$ cat src/rtl/riscv_pkg.sv
// Shared encodings for the ALU share arbiter: ALUOp codes, FSM states and
// the control half of the issue register.
package riscv_pkg;

   localparam int XLEN_DEFAULT = 32;
   localparam int ILEN         = 32;

   localparam logic [1:0] ALUOP_ADD = 2'b00;
   localparam logic [1:0] ALUOP_BR  = 2'b01;
   localparam logic [1:0] ALUOP_RI  = 2'b10;
   localparam logic [1:0] ALUOP_ILL = 2'b11;

   typedef enum logic [1:0] {
      ST_IDLE = 2'd0,
      ST_EXEC = 2'd1,
      ST_RESP = 2'd2
   } state_e;

   typedef struct packed {
      logic [1:0]      aluop;
      logic [ILEN-1:0] instr;
      logic            imm;
   } issue_ctl_t;

   function automatic logic aluop_drives_alu(input logic [1:0] op);
      return op != ALUOP_ILL;
   endfunction

endpackage

$ cat src/rtl/alu_share_arbiter_if.sv
// Request/response bundle between the two ALU requesters and the arbiter.
// The master side is the requester pair, the slave side is the arbiter.
interface alu_share_arbiter_if #(
   parameter int XLEN = 32
);
   logic [1:0]            req_valid;
   logic [1:0]            req_ready;
   logic [1:0][1:0]       req_aluop;
   logic [1:0][31:0]      req_instr;
   logic [1:0][XLEN-1:0]  req_a;
   logic [1:0][XLEN-1:0]  req_b;
   logic [1:0]            req_imm;

   logic [1:0]            resp_valid;
   logic [1:0]            resp_ready;
   logic [XLEN-1:0]       resp_result;
   logic                  resp_zero;
   logic                  resp_err;

   modport master (
      output req_valid, req_aluop, req_instr, req_a, req_b, req_imm, resp_ready,
      input  req_ready, resp_valid, resp_result, resp_zero, resp_err
   );

   modport slave (
      input  req_valid, req_aluop, req_instr, req_a, req_b, req_imm, resp_ready,
      output req_ready, resp_valid, resp_result, resp_zero, resp_err
   );
endinterface

$ cat src/rtl/alu_share_arbiter_rr_arb2.sv
// Two-input grant generator: round-robin on last_grant (mode 0) or fixed
// priority to input 0 (mode 1). Grant is one-hot or zero.
module rr_arb2 (
   input  logic [1:0] valid,
   input  logic       last_grant,
   input  logic       mode,
   output logic [1:0] grant
);

   always_comb begin
      grant = 2'b00;
      if (valid == 2'b11) begin
         // on a tie, input 0 wins unless it was served last (round-robin)
         grant = (mode || last_grant) ? 2'b01 : 2'b10;
      end else begin
         grant = valid;
      end
   end

endmodule

$ cat src/rtl/alu_share_arbiter.sv
// Shares one combinational ALU between the EX stage (req 0) and the
// load/store AGU (req 1): arbitrate, issue for one cycle, hold the response.
//
//  state   | meaning
//  --------+-------------------------------------------------------------
//  IDLE    | waiting for a request; req_ready reflects the arbiter grant
//  EXEC    | ALU driven from the issue register; response captured at edge
//  RESP    | resp_valid[grant_id] held until that requester accepts
module alu_share_arbiter
   import riscv_pkg::*;
#(
   parameter int XLEN      = XLEN_DEFAULT,
   parameter bit PRIO_MODE = 1'b0
) (
   input  logic             clk,
   input  logic             rst,
   alu_share_arbiter_if.slave bus,
   output logic [1:0]       alu_op,
   output logic [ILEN-1:0]  alu_instr,
   output logic [XLEN-1:0]  alu_data1,
   output logic [XLEN-1:0]  alu_data2,
   output logic             alu_imm,
   input  logic [XLEN-1:0]  alu_result,
   input  logic             alu_zero,
   output logic             busy,
   output logic             grant_id
);

   state_e          state_q, state_d;
   logic            last_grant_q, last_grant_d;
   logic            grant_id_q, grant_id_d;
   issue_ctl_t      iss_ctl_q, iss_ctl_d;
   logic [XLEN-1:0] iss_a_q, iss_a_d;
   logic [XLEN-1:0] iss_b_q, iss_b_d;
   logic [XLEN-1:0] rsp_result_q, rsp_result_d;
   logic            rsp_zero_q, rsp_zero_d;
   logic            rsp_err_q, rsp_err_d;

   logic [1:0]      arb_grant;
   logic            arb_idx;
   logic [1:0]      req_ready;
   logic [1:0]      resp_valid;

   rr_arb2 u_arb (
      .valid      (bus.req_valid),
      .last_grant (last_grant_q),
      .mode       (PRIO_MODE),
      .grant      (arb_grant)
   );

   assign arb_idx = arb_grant[1];

   always_comb begin
      state_d      = state_q;
      last_grant_d = last_grant_q;
      grant_id_d   = grant_id_q;
      iss_ctl_d    = iss_ctl_q;
      iss_a_d      = iss_a_q;
      iss_b_d      = iss_b_q;
      rsp_result_d = rsp_result_q;
      rsp_zero_d   = rsp_zero_q;
      rsp_err_d    = rsp_err_q;
      req_ready    = 2'b00;
      resp_valid   = 2'b00;
      alu_op       = 2'b00;
      alu_instr    = '0;
      alu_data1    = '0;
      alu_data2    = '0;
      alu_imm      = 1'b0;

      case (state_q)
         ST_IDLE: begin
            req_ready = arb_grant;
            if (arb_grant != 2'b00) begin
               iss_ctl_d.aluop = bus.req_aluop[arb_idx];
               iss_ctl_d.instr = bus.req_instr[arb_idx];
               iss_ctl_d.imm   = bus.req_imm[arb_idx];
               iss_a_d         = bus.req_a[arb_idx];
               iss_b_d         = bus.req_b[arb_idx];
               grant_id_d      = arb_idx;
               last_grant_d    = arb_idx;
               state_d         = ST_EXEC;
            end
         end

         ST_EXEC: begin
            // an illegal op never reaches the ALU; it only raises resp_err
            if (aluop_drives_alu(iss_ctl_q.aluop)) begin
               alu_op    = iss_ctl_q.aluop;
               alu_instr = iss_ctl_q.instr;
               alu_data1 = iss_a_q;
               alu_data2 = iss_b_q;
               alu_imm   = iss_ctl_q.imm;
            end
            case (iss_ctl_q.aluop)
               ALUOP_ADD, ALUOP_RI: begin
                  rsp_result_d = alu_result;
                  rsp_zero_d   = 1'b0;
                  rsp_err_d    = 1'b0;
               end
               ALUOP_BR: begin
                  rsp_result_d = '0;
                  rsp_zero_d   = alu_zero;
                  rsp_err_d    = 1'b0;
               end
               default: begin
                  rsp_result_d = '0;
                  rsp_zero_d   = 1'b0;
                  rsp_err_d    = 1'b1;
               end
            endcase
            state_d = ST_RESP;
         end

         ST_RESP: begin
            resp_valid[grant_id_q] = 1'b1;
            if (bus.resp_ready[grant_id_q]) begin
               state_d = ST_IDLE;
            end
         end

         default: begin
            state_d = ST_IDLE;
         end
      endcase
   end

   always_ff @(posedge clk) begin
      if (rst) begin
         state_q      <= ST_IDLE;
         last_grant_q <= 1'b1;
         grant_id_q   <= 1'b0;
         iss_ctl_q    <= '0;
         iss_a_q      <= '0;
         iss_b_q      <= '0;
         rsp_result_q <= '0;
         rsp_zero_q   <= 1'b0;
         rsp_err_q    <= 1'b0;
      end else begin
         state_q      <= state_d;
         last_grant_q <= last_grant_d;
         grant_id_q   <= grant_id_d;
         iss_ctl_q    <= iss_ctl_d;
         iss_a_q      <= iss_a_d;
         iss_b_q      <= iss_b_d;
         rsp_result_q <= rsp_result_d;
         rsp_zero_q   <= rsp_zero_d;
         rsp_err_q    <= rsp_err_d;
      end
   end

   assign bus.req_ready   = req_ready;
   assign bus.resp_valid  = resp_valid;
   assign bus.resp_result = rsp_result_q;
   assign bus.resp_zero   = rsp_zero_q;
   assign bus.resp_err    = rsp_err_q;
   assign busy            = (state_q != ST_IDLE);
   assign grant_id        = grant_id_q;

endmodule

$ cat src/flat_wrapper.sv
// flat-port wrapper written by rule: the top's interface ports become plain ports
module alu_share_arbiter_flat import riscv_pkg::*;
#(
   parameter int XLEN      = XLEN_DEFAULT,
   parameter bit PRIO_MODE = 1'b0
)
  (clk, rst, alu_op, alu_instr, alu_data1, alu_data2, alu_imm, alu_result, alu_zero, busy, grant_id, bus_req_valid, bus_req_aluop, bus_req_instr, bus_req_a, bus_req_b, bus_req_imm, bus_resp_ready, bus_req_ready, bus_resp_valid, bus_resp_result, bus_resp_zero, bus_resp_err);
  alu_share_arbiter_if #(.XLEN(XLEN)) bus_i ();
  input  logic clk;
  input  logic rst;
  output logic [1:0] alu_op;
  output logic [ILEN-1:0] alu_instr;
  output logic [XLEN-1:0] alu_data1;
  output logic [XLEN-1:0] alu_data2;
  output logic alu_imm;
  input  logic [XLEN-1:0] alu_result;
  input  logic alu_zero;
  output logic busy;
  output logic grant_id;
  input wire logic [$bits(bus_i.req_valid)-1:0] bus_req_valid;
  input wire logic [$bits(bus_i.req_aluop)-1:0] bus_req_aluop;
  input wire logic [$bits(bus_i.req_instr)-1:0] bus_req_instr;
  input wire logic [$bits(bus_i.req_a)-1:0] bus_req_a;
  input wire logic [$bits(bus_i.req_b)-1:0] bus_req_b;
  input wire logic [$bits(bus_i.req_imm)-1:0] bus_req_imm;
  input wire logic [$bits(bus_i.resp_ready)-1:0] bus_resp_ready;
  output wire logic [$bits(bus_i.req_ready)-1:0] bus_req_ready;
  output wire logic [$bits(bus_i.resp_valid)-1:0] bus_resp_valid;
  output wire logic [$bits(bus_i.resp_result)-1:0] bus_resp_result;
  output wire logic [$bits(bus_i.resp_zero)-1:0] bus_resp_zero;
  output wire logic [$bits(bus_i.resp_err)-1:0] bus_resp_err;
  assign bus_i.req_valid = bus_req_valid;
  assign bus_i.req_aluop = bus_req_aluop;
  assign bus_i.req_instr = bus_req_instr;
  assign bus_i.req_a = bus_req_a;
  assign bus_i.req_b = bus_req_b;
  assign bus_i.req_imm = bus_req_imm;
  assign bus_i.resp_ready = bus_resp_ready;
  assign bus_req_ready = bus_i.req_ready;
  assign bus_resp_valid = bus_i.resp_valid;
  assign bus_resp_result = bus_i.resp_result;
  assign bus_resp_zero = bus_i.resp_zero;
  assign bus_resp_err = bus_i.resp_err;
  alu_share_arbiter #(.XLEN(XLEN), .PRIO_MODE(PRIO_MODE)) u_core (.clk(clk), .rst(rst), .bus(bus_i), .alu_op(alu_op), .alu_instr(alu_instr), .alu_data1(alu_data1), .alu_data2(alu_data2), .alu_imm(alu_imm), .alu_result(alu_result), .alu_zero(alu_zero), .busy(busy), .grant_id(grant_id));
endmodule
$ cat config.mk
export PLATFORM = sky130hd
export DESIGN_NAME = alu_share_arbiter_flat
export DESIGN_NICKNAME = d
export VERILOG_FILES = /design/src/rtl/riscv_pkg.sv /design/src/rtl/alu_share_arbiter_if.sv /design/src/rtl/alu_share_arbiter_rr_arb2.sv /design/src/rtl/alu_share_arbiter.sv /design/src/flat_wrapper.sv
export SDC_FILE = /design/constraint.sdc
export NUM_CORES = 1
export LEC_CHECK = 0
export BUFFER_PORTS_ARGS = -buffer_cell sky130_fd_sc_hd__buf_2
export CORE_AREA = 2 2 147 149
export DETAILED_ROUTE_END_ITERATION = 10
export DIE_AREA = 0 0 149 151
export GPL_TIMING_DRIVEN = 0
export SYNTH_ARGS = -nofsm -noshare
export SYNTH_HDL_FRONTEND = slang
export SYNTH_SLANG_ARGS = --single-unit
$ cat constraint.sdc
create_clock -name clk -period 2.86 [get_ports clk]
set_input_delay 0.429 -clock clk [delete_from_list [all_inputs] [get_ports clk]]
set_output_delay 0.429 -clock clk [all_outputs]
set_load 0.05 [all_outputs]
**Word-level counts from Yosys, hierarchy flattened**

Cells that the tools add are included.

- Logic and storage cells: 65
- Register bits: 137

- Reduce and logical (&&, ||, !) cells: 9
- Equal/unequal tests: 8
- Muxes and demuxes: 34
- Magnitude comparators: 3

Operator list:

| kind | count |
|---|---|
| 2-to-1 mux 32 bit | 13 |
| 2-to-1 mux 2 bit | 10 |
| 2-to-1 mux 1 bit | 9 |
| equality test 2 bit, second input constant | 3 |
| case mux 2 bit (3 select lines) | 1 |
| equality test 2 x 1 -> 1 bit, second input constant | 2 |
| logical NOT 2 bit | 2 |
| < comparator 1 x 2 -> 1 bit, second input constant | 2 |
| != test 2 x 1 -> 1 bit, second input constant | 2 |
| AND reduction 2 bit | 2 |
| nonzero test 2 bit | 2 |
| OR reduction 3 bit | 1 |
| != test 2 bit, second input constant | 1 |
| OR reduction 2 bit | 1 |
| demux 1 bit (select 1 bit) | 1 |
| greater-or-equal comparator 1 bit, second input constant | 1 |
| logical AND 1 bit | 1 |

**Longest topological paths before layout**

- Depth after elaboration: 5
- Depth in mapped cells: 6
- Depth with buffers taken out: 3

**By module**

From an unflattened synthesis, not the netlist that was laid out.

- Cells, all modules: 738
- Area total of the unflattened synthesis: 7168.1 µm²

Modules (own cells, without submodules):

| module | cells each | seq. area each (µm²) | area each (µm²) | instances |
|---|---|---|---|---|
| alu_share_arbiter | 734 | 2742.6 | 7145.6 | 1 |
| rr_arb2 | 4 | 0.0 | 22.5 | 1 |

**Least setup slack after synthesis**

No wires, ideal clock.

- Path kind: register to output
- From: reg u_core.state_q[1]
- To: out alu_op[0]
- Path buffers: 2
- Arrival: 2016 ps
- Cell stages (with the launch flop): 5
- Slack: 415 ps
- Cells stage by stage: dfxtp_1 > nand2b_1 > buf_2 > clkbuf_1 > nor3b_1

- Longest elaborated chain between the ends: 2

Ends and longest elaborated chain:

| item | RTL line | text |
|---|---|---|
| start, declared | alu_share_arbiter.sv:29 | `state_e state_q, state_d;` |
| start signal, assigned | alu_share_arbiter.sv:140 | `state_q <= state_d;` |
| equality test 2 x 1 -> 1 bit | alu_share_arbiter.sv:71 | `case (state_q)` |
| 2-to-1 mux 2 bit | alu_share_arbiter.sv:71 |  |
| end, declared | flat_wrapper.sv:11 | `output logic [1:0] alu_op;` |

Every way passes these cells.

**Worst setup path in the final report**

- From: reg u_core.state_q[1]
- To: out alu_instr[9]

- Longest elaborated chain between the ends: 2

Ends and longest elaborated chain:

| item | RTL line | text |
|---|---|---|
| equality test 2 x 1 -> 1 bit | alu_share_arbiter.sv:71 |  |
| 2-to-1 mux 32 bit | alu_share_arbiter.sv:71 |  |
| end, declared | flat_wrapper.sv:12 | `output logic [ILEN-1:0] alu_instr;` |

Every way passes these cells.

==> metrics.md <==
| Metric | Value |
|---|---|
| Final slew viol count | 0 |
| Type of origin of the critical path | flop |
| Setup TNS | 0 ns |
| Most frequent cells in the layout | 390 x buf_2, 231 x nand2_1, 137 x dfxtp_1 |
| Drt via density | 4.99 |
| CP endpoint kind | output pin |
| R2R cell count | 5 |
| Fin crit period | 2.72 ns |
| Leak | 4.57 nW |
| Drt first-iter violations | 334 |
| Reg2Reg Capture Point | u_core.iss_b_q[2] |
| Setup slack, reg-to-reg | 1.06 ns |
| Fmax | 368 MHz |
| Peak supply drop | 0.362 mV |
| Clock buffer depth | 2 |
| CTS tree | yes |
| Global-route wire length before repair | 41.3 mm |
| CP delay by family, top | buffers and inverters |
| Hpwl dp | 20.6 mm |
| Fin nets | 1478 |
| Most numerous cell on the critical path | buf_2 |
| Mapped Area | 0.00724 mm² |
| Complex-gate fraction of the synthesized area | 30.4% |
| I/O Pins | 376 |
| DRC viols | 0 |
| Status | finished, final reports clean |
| Mapped Cells | 846 |
| Cell taking the most area after synthesis | dfxtp_1 |
| Syn_area_per_cell | 8.56 µm² |
| Die Wd | 149 µm |
| # hold bufs at CTS | 0 |
| Period utilisation layout | 95.0% |
| Largest net degree at the start of global routing | 17 |
| Largest family of logic cells by synthesized area | compound AO/OA/AOI/OAI gates |
| Routability cong. | 0.842 |
| CP cell instances | nand2b_1 > buf_2 > a21oi_4 > buf_4 > clkbuf_1 > and2_1 > buf_2 |
| Sequential power share | 35.2% |
| Ratio of cells with drive above 1 in the final layout | 43.4% |
| R2r startpoint | u_core.last_grant_q |
| RSZ-0062 raised after global routing | false |
| GRT Total Usage | 23.7% |
| Initial Utilization | 34.8% |
| Skew final | 0.0105 ns |
| XOR/XNOR share of the synthesized area | 0% |
| Simple-Gate Fraction of Synth Area | 25.3% |
| P_sw | 2.21 mW |
| Post-route ant nets | 0 |
| Sw Ratio | 34.8% |
| CTS sink cnt | 137 |
| Yosys cell types | 28 |
| Synth Area in Adders | 0% |
| Reg clk slew, reported paths | 0.06 ns |
| Die Footprint | 0.0225 mm² |
| Critical Path AT | 2.29 ns |
| Hold Vio Cnt, Final | 0 |
| Slew headroom | 46.3% |
| CTS buffer count | 17 |
| Initial antenna violation count | 5 |
| Row count | 53 |
| Crit-path max cell delay | 0.36 ns |
| Worst Hold Class | in -> reg |
| Critical path class | reg -> out |
| Combinational power share | 28.6% |
| Slowest cell on the critical path | dfxtp_1 |
| CP Max Fanout | 10 |
| # setup viols final | 0 |
| DRT Pass-1 Iters | 4 |
| IO Port Bufs | 374 |
| Hold path cells | 3 |
| Crit path buffers/inverters | 4 |
| Placeable core region | 0.0208 mm² |
| Root buffer cell | clkbuf_16 |
| Gr ovfl total | 0 |
| Clk Latency, worst-skew pair | 0.43 ns |
| Max Cap Violations | 0 |
| WL final | 27.5 mm |
| Worst setup path end | alu_instr[9] |
| Largest cells by area after synthesis | dfxtp_1 38%, a311oi_2 21%, nand2_1 12% |
| Power Dens Cells | 628 mW/mm² |
| Post-Syn Nets | 1083 |
| Share of the synthesized area in the top cell type | 37.9% |
| Total number of vias | 7646 |
| WP data required | 2.43 ns |
| Filler cells | 2066 |
| Worst Setup SP | u_core.state_q[1] |
| Most common cell after layout, fill and taps aside | buf_2 |
| FF+latch count, synth | 137 |
| Tot Pwr | 6.34 mW |
| Tightest Pin Transition | 0.806 ns |
| Sequential-to-total area share from yosys stat | 37.9% |
| Wirelength per Cell | 17.9 µm |
| Vias in the first global route | 7518 |
| Area grow syn2layout | 39.3% |
| Yosys warnings | 0 |
| Die Height | 151 µm |
| # H-tree levels | 4 |
| Crit. path cell count | 7 |
| Post-synthesis mux area share | 0.138% |
| Cell Int Power | 4.13 mW |
| Clock share of power | 36.2% |
## Yosys cell counts (all sizes together)
| cell | instances |
|---|---|
| dfxtp | 137 |
| buf | 30 |
| or2 | 1 |
| clkbuf | 61 |
| nor3b | 3 |
| nand2b | 1 |
| nor2b | 3 |
| nand3b | 33 |
| mux2i | 1 |
| and3b | 1 |
| a311oi | 99 |
| a22oi | 1 |
| nand2 | 231 |
| a21bo | 1 |
| or3b | 1 |
| a21oi | 134 |
| nor3 | 1 |
| and2 | 98 |
| nand4b | 1 |
| a221o | 1 |
| a21boi | 1 |
| inv | 1 |
| nor2 | 5 |
## power by group through the flow
stage	combinational (mW)	sequential [mW]	clock [mW]
6_report	1.81	2.23	2.29
4_1_cts	1.82	2.23	2.32
2_1_floorplan	1.19	2.35	0
3_5_place_dp	1.81	2.27	0
3_3_place_gp	1.80	2.26	0
5_1_grt	1.96	2.26	2.42
## tightest hold or removal path: cells and delay by family
family	cells	cell delay, ns
buf+inv	1	0.10
compound gates	1	0.06
simple gates	1	0.06
## sequential cells by signal, summed over array words and instances (netlist names)
register,count
u_core.bus.resp_zero,1
u_core.iss_ctl_q,35
u_core.iss_a_q,32
u_core.state_q,2
u_core.bus.resp_result,32
u_core.last_grant_q,1
u_core.bus.resp_err,1
u_core.grant_id,1
u_core.iss_b_q,32
## how the worst min path moves through the flow
| stage | startpoint | endpoint | slack (ns) |
|---|---|---|---|
| after floorplan | u_core.last_grant_q | u_core.last_grant_q | 0.50 |
| after global placement | u_core.bus.resp_result[4] | u_core.bus.resp_result[4] | 0.44 |
| after detailed placement | u_core.bus.resp_result[23] | u_core.bus.resp_result[23] | 0.44 |
| after CTS | alu_result[28] | u_core.bus.resp_result[28] | 0.26 |
| after global routing | alu_result[27] | u_core.bus.resp_result[27] | 0.27 |
| final | alu_result[28] | u_core.bus.resp_result[28] | 0.27 |
## logic make-up after synthesis
| family | count (synthesis) |
|---|---|
| compound gates | 237 |
| flops | 137 |
| mux | 1 |
| buf+inv | 92 |
| simple gates | 379 |
## area by class of cell
class	instances	area (µm²)	area share [%]
Multi-Input combinational cell	617	4050	40.1
Sequential cell	137	2740	27.2
Timing Repair Buffer	376	1890	18.7
Buffer	91	453	4.49
Clock buffer	18	429	4.25
Tap cell	275	344	3.41
Clock inverter	14	171	1.70
Antenna cell	4	10.0	0.0992
Inverter	1	3.75	0.0372
## per-layer routing
| metal | track usage [%] | share of wire, % | up-vias |
|---|---|---|---|
| met2 | 40.0 | 48 | 310 |
| met1 | 29.1 | 41 | 3533 |
| met5 | 0 | 0.047 | - |
| met4 | 7.24 | 1.8 | 2 |
| met3 | 7.38 | 8.4 | 34 |
| li1 | - | - | 3767 |
## timing repair
action                                 4_1_cts  5_1_grt
setup endpoints to repair                   29       16
pin swaps                                    0        0
gates resized for setup                      0       10
setup buffers                                2        0
endpoints found under the hold margin        0        0
## metrics by stage
step / worst slack [ns] / instance area, µm² / hold WS (ns) / instances / util (%)
after CTS: 0.0723 / 10100 / 0.260 / 1529 / 48.4
after detailed placement: 0.272 / 9460 / 0.440 / 1495 / 45.4
after floorplan: 0.415 / 7240 / 0.500 / 846 / -
final: 0.144 / 10100 / 0.271 / 1533 / 48.5
after global routing: 0.00131 / 10100 / 0.267 / 1532 / 48.4
after global placement: 0.277 / 9460 / 0.436 / 1495 / 45.4
No activity file was read; power rests on OpenSTA's default activity.
